File: src/rtl/exe1_arbiter.sv
// Round-robin scheduler sharing one bit-serial exe1 FSM among N_REQ requesters.
// Each grant flushes the shared FSM for one cycle, then streams FRAME_LEN bits from the owner.
module exe1_arbiter #(
    parameter int N_REQ     = 4,
    parameter int FRAME_LEN = 8
) (
    input  logic             clk_i,
    input  logic             rst_ni,
    input  logic [N_REQ-1:0] req_i,
    input  logic [N_REQ-1:0] bit_i,
    output logic [N_REQ-1:0] gnt_o,
    output logic [N_REQ-1:0] bit_ack_o,
    output logic             fsm_rst_no,
    output logic             fsm_in_o,
    output logic             busy_o,
    output logic             frame_done_o
);
    localparam int PW = (N_REQ > 1) ? $clog2(N_REQ) : 1;
    localparam int CW = (FRAME_LEN > 1) ? $clog2(FRAME_LEN) : 1;
    localparam logic [CW-1:0] LAST_CNT = CW'(FRAME_LEN - 1);

    typedef enum logic [1:0] {IDLE, FLUSH, STREAM, DONE} state_t;

    state_t           r_state;
    state_t           w_state_nxt;
    logic [N_REQ-1:0] r_gnt;
    logic [PW-1:0]    r_owner;
    logic [PW-1:0]    r_ptr;
    logic [CW-1:0]    r_cnt;
    logic             r_fsm_rst_n;

    logic [PW-1:0]    w_base;
    logic [PW-1:0]    w_win_idx;
    logic [N_REQ-1:0] w_win_oh;
    logic             w_found;

    // In DONE the search starts after the current owner, which becomes the new pointer.
    always_comb begin
        // NOTE: every variable gets a default first so no path leaves it unassigned (no latch).
        w_base    = (r_state == DONE) ? r_owner : r_ptr;
        w_found   = 1'b0;
        w_win_idx = '0;
        for (int i = 1; i <= N_REQ; i++) begin
            if (!w_found && req_i[(int'(w_base) + i) % N_REQ]) begin
                w_found   = 1'b1;
                w_win_idx = PW'((int'(w_base) + i) % N_REQ);
            end
        end
    end

    assign w_win_oh = {{(N_REQ-1){1'b0}}, 1'b1} << w_win_idx;

    always_ff @(posedge clk_i or negedge rst_ni) begin
        // NOTE: sequential state uses non-blocking assignments so all registers update together.
        if (!rst_ni) r_state <= IDLE;
        else         r_state <= w_state_nxt;
    end

    always_comb begin
        w_state_nxt = r_state;
        case (r_state)
            IDLE:    if (w_found) w_state_nxt = FLUSH;
            FLUSH:   w_state_nxt = STREAM;
            STREAM:  if (r_cnt == LAST_CNT) w_state_nxt = DONE;
            DONE:    w_state_nxt = w_found ? FLUSH : IDLE;
            default: w_state_nxt = IDLE;
        endcase
    end

    always_comb begin
        bit_ack_o    = '0;
        fsm_in_o     = 1'b0;
        if (r_state == STREAM) begin
            bit_ack_o = r_gnt;
            fsm_in_o  = bit_i[r_owner];
        end
        busy_o       = (r_state != IDLE);
        frame_done_o = (r_state == DONE);
    end

    // Grant, pointer, bit counter and the registered reset to the shared FSM.
    always_ff @(posedge clk_i or negedge rst_ni) begin
        if (!rst_ni) begin
            r_gnt       <= '0;
            r_owner     <= '0;
            r_ptr       <= PW'(N_REQ - 1);
            r_cnt       <= '0;
            r_fsm_rst_n <= 1'b1;
        end else begin
            r_fsm_rst_n <= (w_state_nxt != FLUSH);
            case (r_state)
                IDLE, DONE: begin
                    if (r_state == DONE) r_ptr <= r_owner;
                    if (w_found) begin
                        r_gnt   <= w_win_oh;
                        r_owner <= w_win_idx;
                    end else begin
                        r_gnt   <= '0;
                    end
                end
                FLUSH:   r_cnt <= '0;
                STREAM:  r_cnt <= r_cnt + CW'(1);
                default: ;
            endcase
        end
    end

    assign gnt_o      = r_gnt;
    assign fsm_rst_no = r_fsm_rst_n;

endmodule

File: config.mk
export PLATFORM = sky130hd
export DESIGN_NAME = exe1_arbiter
export DESIGN_NICKNAME = d
export VERILOG_FILES = /design/src/rtl/exe1_arbiter.sv
export SDC_FILE = /design/constraint.sdc
export NUM_CORES = 1
export LEC_CHECK = 0
export CORE_UTILIZATION = 42
export DETAILED_ROUTE_END_ITERATION = 6
export GPL_TIMING_DRIVEN = 1
export PLACE_DENSITY = 0.75
export REMOVE_ABC_BUFFERS = 1
export SLEW_MARGIN = 20
export SYNTH_ARGS = -nofsm -noshare
export SYNTH_HDL_FRONTEND = slang
export SYNTH_SLANG_ARGS = --single-unit
File: constraint.sdc
create_clock -name clk_i -period 1.6 [get_ports clk_i]
set_input_delay 0.32 -clock clk_i [delete_from_list [all_inputs] [get_ports clk_i]]
set_output_delay 0.32 -clock clk_i [all_outputs]
set_load 0.1 [all_outputs]
==> results of run 1 <==
==> final timing paths <==
| check | from | to | slack, ns |
|---|---|---|---|
| setup / recovery | r_owner[0]$_DFFE_PN0P_ | fsm_in_o | -0.19 |
| hold / removal | rst_ni | gnt_o[2]$_DFFE_PN0N_ | 0.34 |
| setup reg to reg | r_state[1]$_DFF_PN0_ | gnt_o[1]$_DFFE_PN0N_ | -0.08 |
| hold reg to reg | r_cnt[1]$_DFFE_PN0P_ | r_cnt[1]$_DFFE_PN0P_ | 0.53 |
| min in group clk_i | r_cnt[1]$_DFFE_PN0P_ | r_cnt[1]$_DFFE_PN0P_ | 0.53 |
| max in group asynchronous | rst_ni | r_ptr[1]$_DFFE_PN1N_ | 1.01 |
==> cell type report <==
type	instances	area (um2)
multi-input combinational	64	563
timing repair buffer	35	442
sequential	14	355
fill	121	352
inverter	8	32.5
tap	25	31.3
clock buffer	4	26.3
==> state kept, by name (all words and copies together), names as in the netlist <==
register and count:
gnt_o 4, r_cnt 3, r_owner 2, r_ptr 2, r_state 2, fsm_rst_no 1
==> cell usage after synthesis (2+ instances only) <==
cell type	instances	area, um2
nand3_1	5	25.0
a22o_1	2	17.5
a21oi_1	2	10.0
dfstp_2	3	78.8
dfrtp_1	11	275
inv_1	8	30.0
o21ai_0	12	60.1
ha_1	6	75.1
nor2_1	4	15.0
nand2_1	9	33.8
and2_1	5	31.3
nor2b_1	3	18.8
mux2_2	2	22.5
buf_6	2	22.5
==> cells by family (layout without fill, tap and decap cells) <==
kind of cell / Yosys count / count (layout) / synth area share
mux: 4 / 4 / 0.0650
flops: 14 / 14 / 0.418
fa+ha+maj: 6 / 6 / 0.0886
compound gates: 22 / 22 / 0.155
simple gates: 32 / 32 / 0.207
buf+inv: 11 / 47 / 0.0665
==> metal layers <==
layer / routed length (um) / vias to the layer above / part of all wire
met5: 0 / - / 0
met4: 23 / 0 / 0.010
met3: 90 / 4 / 0.040
met2: 1220 / 29 / 0.54
met1: 911 / 391 / 0.41
li1: - / 377 / -
==> worst register-to-register path, delay by kind of cell, from the launching register on <==
kind | cells | cell delay [ns]
compound gates | 3 | 0.57
flops | 1 | 0.41
simple gates | 2 | 0.28
fa+ha+maj | 1 | 0.19
buf+inv | 1 | 0.13
==> per-stage QoR <==
stage          utilization  hold WS, ns  worst slack [ns]
3_5_place_dp         0.702        0.524            -0.265
2_1_floorplan            -       0.0244            -0.605
3_3_place_gp         0.702        0.518            -0.253
6_report             0.805        0.343            -0.186
4_1_cts              0.754        0.339            -0.195
5_1_grt              0.805        0.363            -0.221
==> timing repair <==
action	4_1_cts	5_1_grt
gates cloned	0	0
setup buffers	2	1
endpoints found under the setup margin	11	15
resized for setup	19	23
pin swaps	3	3
hold endpoints to repair	0	0
==> results.cfg, run 1 <==
[outcome]
status = complete, but fails checks
violations = setup timing

[global_route]
grt_pass1_wl_mm = 3.22
busiest_layer = met2
grt_usage = 0.213
use_met1 = 0.251
grt_overflow = 0
antenna_found_initial = 0
grt_util_met3 = 0.0269
grt_max_degree = 15
grt_pass1_vias = 772
use_met2 = 0.389

[cells_and_area]
stdcell_area_mm2 = 0.00145
final_common_cell = buf_12
diodes = 0
area_growth_syn_to_layout_pct = 71.2
nNetsFinal = 142
finalNonFillerCells = 150
layout_common_cells = buf_12, buf_4, dfrtp_1, o21ai_0, nand2_1
drive_gt1_frac = 0.504

[clocking]
cts.clk_slew.worst_paths_ns = 0.08
holdBufCountCts = 0
cts_tree = built
worstSkewPairLatency_ns = 0.28
cts_buffers = 3
root_buffer = clkbuf_4
cts_buffer_depth = 2
numClockSinks = 14
h-tree-depth = 1

[worst_setup_path]
ff2ff_path_depth = 7
max_stage_delay_ns = 0.50
path_buf_inv = 1
cp-end-kind = output port
cp.depth = 3
crit_type = reg2out
cp_max_fo = 2
cp.arrival_ns = 1.47
cp_top_family = multiplexers
cp.required_ns = 1.28
crit_path_cell_trace = mux4_2 > and2_4 > buf_12
crit_slowest_cell = mux4_2
worst_setup_path_start_kind = flop

[yosys]
async_flop_share = 1.00
synth_edf_count = 0
syn_area_um2 = 847
yosys_warnings = 0
yosysSeqAreaShare = 0.418
netlist_instances = 89
synth_cell_types = 29
ys.flop_type = dfrtp_1
synth-seq-cells = 14
syn_area_per_cell_um2 = 9.52

[routing]
routed_wl_mm = 2.24
vias = 801
vias_per_cell = 5.34
drt_iter0_drc = 12
first_pass_iters = 4
wl_per_cell_um = 15.0
postRouteAntennaNets = 0
drcViolationCount = 0

[die]
fp.coreArea_mm2 = 0.00180
std_cell_rows = 15
ios = 22
start_util = 0.470
dieArea_mm2 = 0.00220
die_y_um = 46.9
die_w_um = 46.9

[hold_path]
hp-class = in2async

[timing]
period_minus_slack_ns = 1.79
slew_headroom = 0.755
rsz0062_at_grt = true
tightest_slew_ns = 0.364
post-route-period-util = 1.12
hold_viol_final = 0
fin_ws_ns = -0.186
fin_tns_setup_ns = -0.580
finalMaxSlewViolations = 0
finalSetupViolCount = 8
skew_ns = 0.00190
fmax_mhz = 560

[place]
place_inst = 143
dpl_cell_area_mm2 = 0.00126
dp_hpwl_mm = 1.48
gp_congestion = 0.797
io_buffer_count = 21

[job]
cap_violations = 0
Power of run 1 is left out: the tool's default activity adds up to more than one toggle a clock period on the data nets, which glitch-free logic cannot reach.
==> inputs of run 2 (changes only) <==
--- a/config.mk
+++ b/config.mk
@@ -5,6 +5,7 @@
 export SDC_FILE = /design/constraint.sdc
 export NUM_CORES = 1
 export LEC_CHECK = 0
+export ABC_CLOCK_PERIOD_IN_PS = 1600
 export CORE_UTILIZATION = 42
 export DETAILED_ROUTE_END_ITERATION = 6
 export GPL_TIMING_DRIVEN = 1
==> results of run 2 <==
No change in the layout: final DEF, timing and power equal those of run 1.
Power of run 2 is left out for the same reason.
==> inputs of run 3 (changes only) <==
--- a/config.mk
+++ b/config.mk
@@ -6,6 +6,7 @@
 export NUM_CORES = 1
 export LEC_CHECK = 0
 export ABC_CLOCK_PERIOD_IN_PS = 1600
+export CAP_MARGIN = 30
 export CORE_UTILIZATION = 42
 export DETAILED_ROUTE_END_ITERATION = 6
 export GPL_TIMING_DRIVEN = 1
==> results of run 3 <==
No change in the layout: final DEF, timing and power equal those of run 1.
Power of run 3 is left out for the same reason.
==> RTL change 1, RTL diff (flow settings as in run 3) <==
Change the parameter `N_REQ` from 4 to 16.
--- a/src/rtl/exe1_arbiter.sv
+++ b/src/rtl/exe1_arbiter.sv
@@ -3,3 +3,3 @@
 module exe1_arbiter #(
-    parameter int N_REQ     = 4,
+    parameter int N_REQ     = 16,
     parameter int FRAME_LEN = 8
Ports: changed (resized bit_ack_o, bit_i, gnt_o and req_i); port bits go from 22 to 70. No check against the original RTL was run, so the function may have changed too.
==> RTL change 1 against run 3 <==
The flow still finishes with violations (negative setup slack). Synthesized cell count rose to 4.5 times the old value. Critical path depth rose by 13. Design area increased to 5.2 times the old value. Sequential cell count rose by 16. Final cell count rose to 5.0 times the old value. Worst setup slack got worse by 2500 ps. Critical endpoint is now gnt_o[5]. Die area increased to 4.3 times the old value. Wire length increased to 8.8 times the old value. Synthesized area grew to 4.5 times the old value. Core utilization is 5.1 points higher. Via count grew to 6.3 times the old value. Clock skew increased by 7.1 ps.
Power is not shown: default switching activity piles up to over one toggle a cycle in this logic, so the estimate is an artifact.
==> RTL change 1: results (changes against run 3) <==
Outcome
  • Violated checks: negative setup slack
  • Status: finished, violations left

Yosys
  • Yosys cell types: 73 (+150%)
  • Post-synthesis compound-gate area fraction: 21.4% (+5.9 points)
  • Synth top area cells: dfrtp_1 16%, mux4_2 12%, mux2i_1 11%, mux2_2 5.3%, dfstp_2 3.4%
  • Commonest cells post-synth: 41 x mux2i_1, 27 x nor2_1, 25 x dfrtp_1
  • Seq/Total Area, Yosys: 19.7% (-22 points)
  • Main combinational cell family by area after synthesis: multiplexers
  • Gate Count Post-Synth: 400 (+350%)
  • Adder-cell share of the synthesized area: 2.28% (-6.6 points)
  • Multiplexer share of the synthesized area: 32.3% (+26 points)
  • Post-synthesis xor/xnor area fraction: 3.29% (+3.3 points)

Cells and area
  • Non-CTS buffers: 259 (+640%)
  • Multi-In Gates: 342 (+430%)
  • Seq_cells: 30 (+16)
  • ClkCell Share: 1.22% (-0.59 points)
  • Layout Cells excl Fill: 756 (+400%)
  • Max FFs per register: 16 (+12)
  • Area of the multi-input gates: 3700 sq um (+560%)
  • Share of layout cells above drive strength 1: 62.3% (+12 points)
  • Fillers: 424 (+250%)
  • Final net count: 688 (+380%)
  • Number of logic inverters in the finished layout: 9 (+1)
  • Non-Clock Buffer Area Fraction: 37.0% (+6.5 points)
  • Post-layout util: 85.6% (+5.1 points)
  • Seq area share: 10.1% (-14 points)
  • Clock buf count: 7 (+3)

Global routing
  • First-pass GRT wire length: 26.1 mm (+710%)
  • GRT Total Usage: 35.6% (+14 points)
  • Largest net degree at the start of global routing: 31 (+16)
  • Vias in the first global route: 4,644 (+500%)

Clock network
  • Root Driver: clkbuf_8
  • PostCTS Resize Cnt: 135 (+116)
  • Setup bufs post-CTS: 36 (+34)
  • TritonCTS Buffers: 5 (+2)
  • Htree depth: 2 (+1)

Routing
  • Initial drt markers: 502 (+490)
  • First-pass DRT Iterations: 5 (+1)
  • Total Wirelength: 19.7 mm (+780%)
  • Vias after detailed routing: 5,055 (+530%)

Placement
  • Gpl congestion: 1.02 (+28%)
  • Placed Area: 6080 sq um (+380%)
  • Cells after DPL: 701 (+390%)
  • Port buffer count: 69 (+230%)
  • Detailed Place HPWL: 11.8 mm (+700%)
  • Setup slack at placement: -2790 ps (-2530 ps)

Timing
  • Final setup fails: 47 (+39)
  • Slew @ Worst Pin: 629 ps (+264 ps)
  • Setup TNS: -64,730 ps (-64,150 ps)
  • Post-route setup slack: -2730 ps (-2540 ps)
  • Worst Skew: 9.01 ps (+7.11 ps)

Floorplanning
  • DIE AREA: 9520 sq um (+330%)

Critical path
  • Arr. time, crit path: 4550 ps (+3080 ps)
  • Worst-path fanout max: 5 (+3)
RTL change 1: cell types whose count changed after synthesis, moves of 11 or more:
cell and change:
and2_1 +14, nor2_1 +23, mux4_2 +19, mux2i_1 +40, mux2_2 +16, a21oi_1 +19, dfrtp_1 +14, a22o_1 +11
RTL change 1: worst paths after layout:
check                           startpoint  endpoint  slack [ps]  depth (start not counted)
min in group clk_i                r_cnt[2]  r_cnt[2]         540                          2
worst max-delay path            r_state[0]  gnt_o[5]       -2730                         16
max in group asynchronous           rst_ni  r_ptr[0]         840                          2
worst min-delay path                rst_ni  gnt_o[7]         430                          2
worst max register to register  r_state[0]  gnt_o[5]       -2730                         16
worst min register to register    r_cnt[2]  r_cnt[2]         540                          2
RTL change 1: routing by layer:
metal	GRT usage, %	up-vias	wire length (um)
li1	-	2062	-
met1	48.9	2473	7580
met2	56.2	400	9020
met3	9.14	120	2060
met4	8.14	0	1030
met5	0	-	0
==> RTL change 2, RTL diff (config.mk and constraints of run 3) <==
Made on the original files. Encoding of `state_t`: now one-hot (4 bits for 4 states).
--- a/src/rtl/exe1_arbiter.sv
+++ b/src/rtl/exe1_arbiter.sv
@@ -21,3 +21,3 @@
 
-    typedef enum logic [1:0] {IDLE, FLUSH, STREAM, DONE} state_t;
+    typedef enum logic [3:0] {IDLE = 4'b0001, FLUSH = 4'b0010, STREAM = 4'b0100, DONE = 4'b1000} state_t;
 
Check against the original RTL: no difference found for any inputs over 4 cycles, from zero or initial values and one cycle with rst_ni low; so few cycles prove little.
==> RTL change 2 against run 3 <==
The flow still finishes with violations (negative setup slack). Die area increased by 16%. Design area increased by 19%. Register-to-register slack lost 280 ps. Synthesized area rose by 17%. Worst setup slack got worse by 180 ps. Sequential cell count is 2 higher. First-iteration DRC count increased by 42%. Clock skew increased by 3.6 ps. Via count increased by 28%. Fmax decreased by 9.1%. Wire length up 26%. Largest cell class unchanged. Highest routed layer unchanged.
==> RTL change 2: results (changes against run 3) <==
Cells and area
  • Ant diodes: 0 (unchanged)
  • Fillers: 147 (+21%)
  • Share of layout cells above drive strength 1: 52.6% (+2.2 points)
  • Final net count: 169 (+19%)

Clock network
  • Bufs on Longest Clock Path: 2 (unchanged)
  • Reg clk slew, reported paths: 100 ps (+20 ps)
  • Htree depth: 1 (unchanged)
  • TritonCTS Buffers: 3 (unchanged)
  • Clock Latency Late Sink: 280 ps (about the same)
  • Root Driver: clkbuf_4

Global routing
  • GRT Total Usage: 24.5% (+3.2 points)
  • Initial antenna violation count: 0 (unchanged)
  • First-pass GRT wire length: 4.57 mm (+42%)
  • Largest net degree at the start of global routing: 17 (+2)

Timing
  • Final setup fails: 15 (+7)
  • Worst Skew: 5.52 ps (+3.62 ps)
  • Fin Hold WS: 342 ps (-0.983 ps)
  • Worst slew margin: 78.7% (+3.2 points)
  • Post-route setup slack: -365 ps (-179 ps)

Yosys
  • Most used DFF post-synth: dfrtp_1
  • Post-synth ARST share: 100% (unchanged)
  • Synth top area cells: dfrtp_1 30%, dfstp_2 11%, nand2_1 4.6%, mux2i_1 4.1%, and2_1 3.8%
  • Commonest cells post-synth: 12 x dfrtp_1, 12 x nand2_1, 7 x o21ai_0
  • Seq/Total Area, Yosys: 41.0% (-0.79 points)
  • Synth warnings: 0 (unchanged)
  • Yosys cell types: 39 (+34%)

Routing
  • Initial drt markers: 17 (+5)
  • Avg WL per Cell: 15.3 um (+2.4%)
  • Vias after detailed routing: 1,023 (+28%)
  • First-pass DRT Iterations: 4 (unchanged)

Placement
  • Gpl congestion: 0.830 (+4.1%)
  • Port buffer count: 21 (unchanged)
  • Detailed Place HPWL: 2.02 mm (+37%)

Critical path
  • Reg2reg end: gnt_o[0]
  • Arr. time, crit path: 2160 ps (+690 ps)
  • Worst-path fanout max: 4 (+2)
  • Worst R2R Path Depth: 6 (-1)
  • Reg2reg start: r_state[1]

Worst hold path
  • Worst min path class: input port to async pin

Power
  • Worst IR Drop VDD: 1640 uV
  • Cell leakage power: 0.759 nW

Outcome
  • Status: finished, violations left
  • Violated checks: negative setup slack
-- RTL change 2: worst max path at each step --
stage | start | to | slack [ps] | depth (start not counted)
after global routing | r_state[1] | gnt_o[0] | -450 | 8
after global placement | r_state[1] | gnt_o[0] | -400 | 6
after detailed placement | r_state[1] | gnt_o[0] | -520 | 6
final | r_state[1] | gnt_o[0] | -360 | 6
after CTS | r_state[1] | gnt_o[0] | -350 | 6
after floorplan | r_state[1] | gnt_o[0] | -1600 | 6
-- RTL change 2: what timing repair did --
| item | 4_1_cts | 5_1_grt |
|---|---|---|
| pin swaps | 8 | 1 |
| setup endpoints to repair | 15 | 15 |
| setup buffers | 7 | 1 |
| gates resized for setup | 28 | 6 |
| hold buffers | 0 | 0 |
-- RTL change 2: final cells by class --
class / count / share of cell area (%)
multi-input cells: 77 / 36.8
clock buffers: 4 / 2.10
repair buffers: 54 / 34.2
inverters: 5 / 1.45
well taps: 28 / 2.03
flip-flops and latches: 16 / 23.5
-- RTL change 2: layer usage --
| metal | part of all wire [%] | GRT usage (%) |
|---|---|---|
| met4 | 2.3 | 12.0 |
| met5 | 0 | 0 |
| met1 | 40 | 27.1 |
| met3 | 3.4 | 4.24 |
| met2 | 55 | 44.4 |
-- RTL change 2: cell families after synthesis --
family	after synthesis	share of synthesized area, %
flip-flops	16	41.0
adder cells (fa/ha/maj)	2	2.53
AO/OA/AOI/OAI	28	20.6
AND/OR/NAND/NOR	41	23.4
buffers and inverters	11	5.19
XOR/XNOR	1	0.886
multiplexers	5	6.33
-- RTL change 2: critical path: stages, from the launching register on --
cell	delay (ps)
dfrtp_1	420
nor4b_4	320
mux2i_2	310
clkinv_2	150
nand3_4	80
or2b_1	260
o41ai_2	330
-- RTL change 2: report_power, final --
part           switching (mW)  internal (mW)
registers               0.180          0.604
clock network           0.128          0.138
logic                    1.34           1.06
-- RTL change 2: metrics by stage --
step	std cells	area (sq um)	setup TNS [ps]	setup WS, ps
4_1_cts	183	1690	-3920	-350
3_5_place_dp	172	1510	-3410	-521
2_1_floorplan	98	956	-13250	-1600
3_3_place_gp	172	1510	-2620	-396
6_report	184	1730	-4000	-365
5_1_grt	184	1730	-5170	-450
